### src/rtl/branch_predictor_pkg.sv
// Shared types and encodings for the two-bit saturating-counter branch history table.
// Latency: none (declarations only).
// Backpressure: none (declarations only).
package branch_predictor_pkg;

    typedef logic [1:0] bht_cnt_t;

    localparam bht_cnt_t CNT_SNT = 2'b00;
    localparam bht_cnt_t CNT_WNT = 2'b01;
    localparam bht_cnt_t CNT_WT  = 2'b10;
    localparam bht_cnt_t CNT_ST  = 2'b11;

    localparam bht_cnt_t CNT_RST = CNT_WNT;

    // Sequential fall-through PC; wraps modulo 2^32.
    function automatic logic [31:0] pc_plus4(input logic [31:0] pc);
        return pc + 32'd4;
    endfunction

endpackage

### src/rtl/branch_predictor_sat_counter2.sv
// Next-state logic for a single 2-bit saturating counter.
// Latency: combinational.
// Backpressure: none; pure function of its inputs.
module sat_counter2
    import branch_predictor_pkg::*;
(
    input  bht_cnt_t cur,
    input  logic     taken,
    output bht_cnt_t nxt
);

    always_comb begin
        nxt = cur;
        if (taken) begin
            if (cur != CNT_ST) nxt = cur + 2'b01;
        end else begin
            if (cur != CNT_SNT) nxt = cur - 2'b01;
        end
    end

endmodule

### src/rtl/branch_predictor.sv
// Untagged 2-bit BHT: predicts at fetch, trains and flags mispredicts from the EX comparator.
// Latency: lookup and mispredict/redirect are combinational; table and counters update at the next edge.
// Backpressure: ex_stall freezes resolution; the update is taken once, on the cycle the stall drops.
module branch_predictor
    import branch_predictor_pkg::*;
#(
    parameter int IDX_BITS = 5,
    parameter int CNT_W    = 32
) (
    input  logic             clk,
    input  logic             rst,
    input  logic [31:0]      if_pc,
    output logic             pred_taken,
    input  logic             ex_valid,
    input  logic             ex_stall,
    input  logic [31:0]      ex_pc,
    input  logic             ex_pred_taken,
    input  logic             ex_actual_taken,
    input  logic [31:0]      ex_target,
    output logic             mispredict,
    output logic [31:0]      redirect_pc,
    output logic             flush_if_id,
    output logic             flush_id_ex,
    output logic [CNT_W-1:0] branch_count,
    output logic [CNT_W-1:0] mispredict_count
);

    localparam int ENTRIES = 2 ** IDX_BITS;

    // Register array rather than SRAM so every entry clears in one reset cycle.
    bht_cnt_t bht_q [ENTRIES];

    logic [IDX_BITS-1:0] if_idx;
    logic [IDX_BITS-1:0] ex_idx;
    logic                res;
    bht_cnt_t            upd_nxt;

    assign if_idx = if_pc[IDX_BITS+1:2];
    assign ex_idx = ex_pc[IDX_BITS+1:2];
    assign res    = ex_valid & ~ex_stall;

    // Read of the registered entry: a same-cycle write to this index is seen next cycle.
    assign pred_taken = bht_q[if_idx][1];

    assign mispredict  = res & (ex_pred_taken != ex_actual_taken);
    assign redirect_pc = !mispredict     ? 32'd0 :
                         ex_actual_taken ? ex_target : pc_plus4(ex_pc);
    assign flush_if_id = mispredict;
    assign flush_id_ex = mispredict;

    sat_counter2 u_sat_counter2 (
        .cur   (bht_q[ex_idx]),
        .taken (ex_actual_taken),
        .nxt   (upd_nxt)
    );

    always_ff @(posedge clk) begin
        if (rst) begin
            for (int i = 0; i < ENTRIES; i++) begin
                bht_q[i] <= CNT_RST;
            end
            branch_count     <= '0;
            mispredict_count <= '0;
        end else if (res) begin
            bht_q[ex_idx] <= upd_nxt;
            branch_count  <= branch_count + CNT_W'(1);
            if (mispredict) begin
                mispredict_count <= mispredict_count + CNT_W'(1);
            end
        end
    end

    // Untagged table: PC bits outside the index never influence lookup.
    logic unused_if_pc_bits;
    assign unused_if_pc_bits = ^{if_pc[31:IDX_BITS+2], if_pc[1:0]};

endmodule

### config.mk
export PLATFORM = sky130hd
export DESIGN_NAME = branch_predictor
export DESIGN_NICKNAME = d
export VERILOG_FILES = /design/src/rtl/branch_predictor_pkg.sv /design/src/rtl/branch_predictor_sat_counter2.sv /design/src/rtl/branch_predictor.sv
export SDC_FILE = /design/constraint.sdc
export NUM_CORES = 1
export LEC_CHECK = 0
export ABC_AREA = 1
export BUFFER_PORTS_ARGS = -buffer_cell sky130_fd_sc_hd__buf_2
export CAP_MARGIN = 20
export CORE_UTILIZATION = 30
export DETAILED_ROUTE_END_ITERATION = 7
export PLACE_DENSITY = 0.55
export SLEW_MARGIN = 0
export SYNTH_ARGS = -nofsm -noshare
export SYNTH_HDL_FRONTEND = slang
export SYNTH_SLANG_ARGS = --single-unit
export TNS_END_PERCENT = 100
### constraint.sdc
create_clock -name clk -period 1.75 [get_ports clk]
set_clock_uncertainty 0.2 [all_clocks]
set_input_delay 0.175 -clock clk [delete_from_list [all_inputs] [get_ports clk]]
set_output_delay 0.175 -clock clk [all_outputs]
set_load 0.1 [all_outputs]
==> results of run 1 <==
where the power goes:
part           total, W  switching, W  internal (W)
clock           0.00346       0.00148       0.00197
sequential      0.00313     0.0000275       0.00311
combinational   0.00229       0.00131      0.000985
total           0.00888       0.00282       0.00606
flip-flops by register name (all words and copies together) (netlist names):
| register | count |
|---|---|
| mispredict_count | 32 |
| branch_count | 32 |
| bht_q | 64 |
repair_timing:
action,4_1_cts,5_1_grt
resized for setup,249,160
pin swaps,104,124
endpoints found under the setup margin,98,136
gates cloned,8,0
buffers inserted,29,36
metal layers:
layer | vias up | GRT usage [%] | wire length (um)
li1 | 5221 | - | -
met1 | 4857 | 27.1 | 14700
met2 | 241 | 37.4 | 16400
met3 | 57 | 3.37 | 1250
met4 | 0 | 5.74 | 859
met5 | - | 0 | 0
cells in the mapped netlist, drive strengths merged:
library cell,n,area (um2)
nand2,412,1560
nor2,247,985
inv,219,825
nand3,96,485
o21ai,70,350
dfxtp,64,1280
edfxtp,64,1920
a21oi,58,290
nor3,35,180
buf,29,234
clkbuf,21,80.1
xor2,21,184
nand4,20,125
nand3b,9,67.6
o211ai,8,60.1
ha,6,75.1
or2,6,40.0
xnor2,4,35.0
a211oi,3,22.5
a31oi,2,12.5
nor3b,2,15.0
o21a,2,15.0
and3,1,6.26
nor4,1,6.26
o21bai,1,7.51
worst max-delay path, stage by stage (launching register included):
cell	delay [ps]
edfxtp_1	460
buf_6	150
a21oi_2	100
o21ai_1	70
o21ai_1	110
a21oi_1	90
nand2_1	60
o21ai_1	60
nand2_1	70
nand2_2	70
buf_12	160
logic make-up (layout without fill, tap and decap cells):
family / after synthesis / count (layout) / share of synthesized area, %
compound gates: 144 / 144 / 8.55
xor+xnor: 25 / 25 / 2.47
fa+ha+maj: 6 / 6 / 0.847
buf+inv: 269 / 683 / 12.8
flops: 128 / 128 / 36.1
simple gates: 829 / 829 / 39.2
stage by stage:
stage | std cells | instance area [um2]
after floorplan | 1401 | 9670
after global placement | 2099 | 12700
after detailed placement | 2099 | 12700
after CTS | 2166 | 14500
after global routing | 2199 | 15400
final | 2199 | 15400
area by class of cell:
cell class                      instances  area, um2
Clock buffer                           18        429
Clock inverter                         14        125
Timing Repair Buffer                  431       4100
Timing Repair inverter                  1       8.76
Sequential cell                       128       3420
Fill cell                            2712      13400
Tap cell                              384        480
Inverter                              219        933
Multi-Input combinational cell       1004       5920
worst max path at each step:
| stage | start | endpoint | depth (start not counted) | slack (ps) |
|---|---|---|---|---|
| final | bht_q[25][1]$_SDFFCE_PN0P_ | pred_taken | 10 | -430 |
| after global routing | bht_q[25][1]$_SDFFCE_PN0P_ | pred_taken | 10 | -550 |
| after CTS | bht_q[25][1]$_SDFFCE_PN0P_ | pred_taken | 10 | -460 |
| after detailed placement | ex_pc[2] | bht_q[14][0]$_SDFFCE_PN1P_ | 13 | -410 |
| after global placement | ex_pc[2] | redirect_pc[20] | 12 | -410 |
| after floorplan | ex_pc[3] | redirect_pc[21] | 11 | -300 |
==> out/metrics.cfg, run 1 <==
[detailed_routing]
drt-initial-drc-count = 651
dr.pass1.iters = 5
routed_wl_um = 33200
routedWlPerCell_um = 15.1
detail-route-antenna-nets = 0
vias = 10400
via_per_inst = 4.72
drc = 0

[clock_tree]
cts_tree = yes
cts_made_buffers = 17
cts_root_buf = clkbuf_16
cts_max_level = 4
clk_pin_slew_ps = 70
cts_sinks = 128
insertion_delay_ps = 430
cts_hold_buf = 0
clockBufferDepth = 2

[synth]
yosys_warnings = 0
avgSynthCellArea_um2 = 6.33
synth_fp_nets = 1509
synth.cell_area_um2 = 8870
synth_cells = 1401
synth_cell_types = 39
synth-seq-area-share_pct = 36.1
synth_seq_cells = 128

[sta]
period_share_pct = 125
relSlewSlack_pct = 65.5
period_needed_ps = 2180
setup_tns_ps = -25090
finalHoldViolations = 0
fin_ws_ps = -429
tightest_slew_ps = 521
setup_viol_count_final = 85
maxSlewViolCount = 0
rsz0062_at_grt = true
timing.hold.ws_ps = 39.7
max_freq_mhz = 459

[placed_design]
io_buffers = 174
pre_cts_ws_ps = -408
dp_hpwl_um = 23500
globalplace.congestion = 0.909

[critical_path]
cp-start-kind = flop
rrSetupSlack_ps = -400
path_max_fanout = 2
critPathCaptureType = primary output
worstPathArrival_ps = 1800
worstPathRequired_ps = 1370
worst-setup-path-type = reg2out
reg2reg_to = bht_q[27][1]$_SDFFCE_PN0P_
worstReg2RegStart = bht_q[25][1]$_SDFFCE_PN0P_
reg2reg_depth = 14

[job]
maxCapViolCount = 0

[global_routing]
grt_pass1_wl_um = 51800
grt_pass1_vias = 10100
antenna_found_initial = 1
grt_max_degree = 31
grt_use_total_pct = 21.4
grt-ovfl-total = 0

[worst_hold_path]
hp-start = rst
hold_end = branch_count[17]$_SDFFE_PP0N_
hold_path.class = in2reg
min_path_cells = 3

[finish]
area_growth_pct = 73.8
fin_util_pct = 53.4
nets = 1910
final_cell_mix = 345 x nand2_1, 204 x buf_4, 180 x nor2_1, 170 x inv_1, 110 x buf_2
final_common_cell = nand2_1
drive_above_1_share_pct = 45.3
diodes = 0

[floorplan]
die_height_um = 174
ios = 202
die-area_um2 = 30200
die_w_um = 174
core_um2 = 28900
start_util_pct = 30.7
placementRows = 62

[run_status]
violations = setup timing
status = finished with violations

[pwr]
ir_drop_v = 0.000690
p_leak_nw = 6.51
totalPowerFinal_w = 0.00888
power.density_nw_per_um2 = 576

Note: power is estimated with default switching activity, not from simulation.
==> inputs of run 2 (changes only) <==
- ABC_AREA: 1 -> default
- CTS_BUF_LIST: default -> sky130_fd_sc_hd__clkbuf_4
- PLACE_DENSITY: 0.55 -> 0.56
==> out/metrics.cfg, run 2 <==
[synth]
synthArstFlopShare_pct = 0
avgSynthCellArea_um2 = 9.14
muxShareOfSynthArea_pct = 8.62
synth_top_family_by_area = simple AND/OR/NAND/NOR gates
synth_common_cells = 119 x nor2_1, 78 x nand2_1, 64 x dfxtp_1, 64 x edfxtp_1, 53 x xor2_1
synth_seq_cells = 128
synth_fp_nets = 920
synth-seq-area-share_pct = 43.2
synth_cells = 812
synth.cell_area_um2 = 7420
yosys_warnings = 0
synth_top_flop_cell = edfxtp_1
synth_top_cell_area_share_pct = 25.9
synth_edf_count = 64
synthTopCellsByArea = edfxtp_1 26%, dfxtp_1 17%, xor2_1 6.3%
synth_xor_area_share_pct = 9.80
synth_cell_types = 49
synth_compound_gate_area_share_pct = 6.07
yosysTopAreaCell = edfxtp_1
synth_most_common_cell = nor2_1
yosys.area_share.simple_pct = 27.1
synthAdderAreaFrac_pct = 1.32

[global_routing]
grt_max_degree = 97
antenna_found_initial = 0
grt_pass1_vias = 7280
grt_pass1_wl_um = 37800
grt-ovfl-total = 0
grt_use_total_pct = 18.9

[clock_tree]
cts_sinks = 128
cts_made_buffers = 17
cts_root_buf = clkbuf_4
cts_max_level = 4
clk_pin_slew_ps = 110
insertion_delay_ps = 550
cts_tree = yes
clockBufferDepth = 2

[finish]
final_cell_mix = 212 x buf_4, 81 x nor2_1, 65 x nand2_1, 65 x buf_2, 65 x buf_6
top_regs = bht_q: 64 flops, branch_count: 32 flops, mispredict_count: 32 flops
nets = 1299
final_area_um2 = 13300
post_layout_nonfiller_instances = 1528
final_common_cell = buf_4
area_growth_pct = 79.8
drive_above_1_share_pct = 57.7
largest_reg_flops = 64
largest_register = bht_q
diodes = 0

[placed_design]
dp_hpwl_um = 17500
dp.cells = 1444
pre_cts_ws_ps = -708
io_buffers = 174
globalplace.congestion = 0.890
placed_area_um2 = 11300

[sta]
period_needed_ps = 2830
finalHoldViolations = 0
setup_tns_ps = -51660
setup_viol_count_final = 129
maxSlewViolCount = 0
rsz0062_at_grt = true
tightest_slew_ps = 433
max_freq_mhz = 353
fin_ws_ps = -1080
period_share_pct = 162
relSlewSlack_pct = 71.1

[critical_path]
path_max_fanout = 2
cpMaxStageDelayCell = mux4_2
crit_path_start = bht_q[4][1]$_SDFFCE_PN0P_
worstReg2RegStart = bht_q[23][1]$_SDFFCE_PN0P_
critPathCaptureType = primary output
slowest_delay_ps = 510
worstPathRequired_ps = 1370
crit_family = multiplexers
reg2reg_depth = 9
reg2reg_to = bht_q[30][1]$_SDFFCE_PN0P_
crit_path_end = pred_taken
worst-setup-path-type = reg2out
cp_num_buf_inv = 1
crit_path_frequent_cell = mux4_2
crit_chain = mux4_2 -> mux4_2 -> mux2_4 -> buf_12
cp-start-kind = flop
rrSetupSlack_ps = -700
worstPathArrival_ps = 2460
worst-path-stages = 4

[detailed_routing]
drt-initial-drc-count = 325
detail-route-antenna-nets = 0
routed_wl_um = 24600
drc = 0
routedWlPerCell_um = 16.1
vias = 7482
dr.pass1.iters = 7
via_per_inst = 4.90

[pwr]
p_leak_nw = 5.30
totalPowerFinal_w = 0.00733
ir_drop_v = 0.000370
power.density_nw_per_um2 = 550

[floorplan]
placementRows = 57
core_um2 = 24300
die_height_um = 159
die-area_um2 = 25400
die_w_um = 159
ios = 202
start_util_pct = 30.5

[run_status]
violations = setup timing
status = finished with violations

[job]
maxCapViolCount = 0

[worst_hold_path]
hold_path.class = in2reg

==> run 2: cell count changes after synthesis, sizes merged, moves of 13 or more <==
cell | before | now
nand3 | 96 | 51
nor3 | 35 | 22
nor2 | 247 | 119
xor2 | 21 | 53
inv | 219 | 8
nand2b | 0 | 28
xnor2 | 4 | 30
nand2 | 412 | 78
a21oi | 58 | 35
mux2i | 0 | 38
o21ai | 70 | 25
==> run 2: final cells by class <==
class                           instances  area (um2)
Fill cell                            2087       11000
Sequential cell                       128        3360
Timing Repair Buffer                  412        4020
Inverter                                9        48.8
Clock inverter                         15         196
Multi-Input combinational cell        623        5180
Tap cell                              324         405
Clock buffer                           17         128
==> run 2: worst min-delay path by stage <==
stage,start,endpoint,slack (ps),depth (start not counted)
3_3_place_gp,mispredict_count[31]$_SDFFE_PP0P_,mispredict_count[31]$_SDFFE_PP0P_,270,2
6_report,ex_stall,branch_count[3]$_SDFFE_PP0N_,50,6
2_1_floorplan,ex_stall,branch_count[1]$_SDFFE_PP0N_,150,3
4_1_cts,ex_stall,branch_count[3]$_SDFFE_PP0N_,8,6
5_1_grt,ex_stall,branch_count[3]$_SDFFE_PP0N_,30,6
3_5_place_dp,mispredict_count[25]$_SDFFE_PP0P_,mispredict_count[25]$_SDFFE_PP0P_,290,2
==> run 2: worst register-to-register path, cell delays in order, from the launching register on <==
cell and delay [ps]:
edfxtp_1 450, buf_4 160, mux2i_1 130, o221ai_1 130, a222oi_1 300, and3_1 250
maj3_2 260, buf_12 150, clkbuf_16 160, nor2_2 40
==> run 2: routing by layer <==
layer	GRT usage [%]	vias to the layer above	wire, um
li1	-	3622	-
met1	23.7	3607	10500
met2	32.0	222	12200
met3	4.98	31	1520
met4	4.98	0	355
met5	0	-	0
==> run 2: cells by family after synthesis <==
kind of cell / Yosys count
multiplexers: 51
XOR/XNOR: 83
flip-flops: 128
adder cells (fa/ha/maj): 8
AO/OA/AOI/OAI: 78
buffers and inverters: 62
AND/OR/NAND/NOR: 402
==> run 2: where the power goes <==
part           total [W]  internal (W)  switching (W)  leakage, nW
Clock            0.00232       0.00104        0.00128        0.171
Sequential       0.00316       0.00313      0.0000328         1.13
Combinational    0.00185      0.000835        0.00101         4.00
==> run 2: timing repair <==
| item | 4_1_cts | 5_1_grt |
|---|---|---|
| endpoints found under the hold margin | 64 | 0 |
| cloned | 3 | 3 |
| pin swaps | 61 | 66 |
| setup endpoints to repair | 198 | 169 |
| gates resized for setup | 176 | 131 |
| hold buffers | 4 | 0 |
| buffers inserted | 23 | 29 |
==> run 2: stage by stage <==
step	util [%]	hold WS [ps]
floorplan	-	153
global placement	46.5	267
detailed placement	46.5	290
CTS	51.7	8.28
global route	54.8	34.9
finish	54.8	49.9
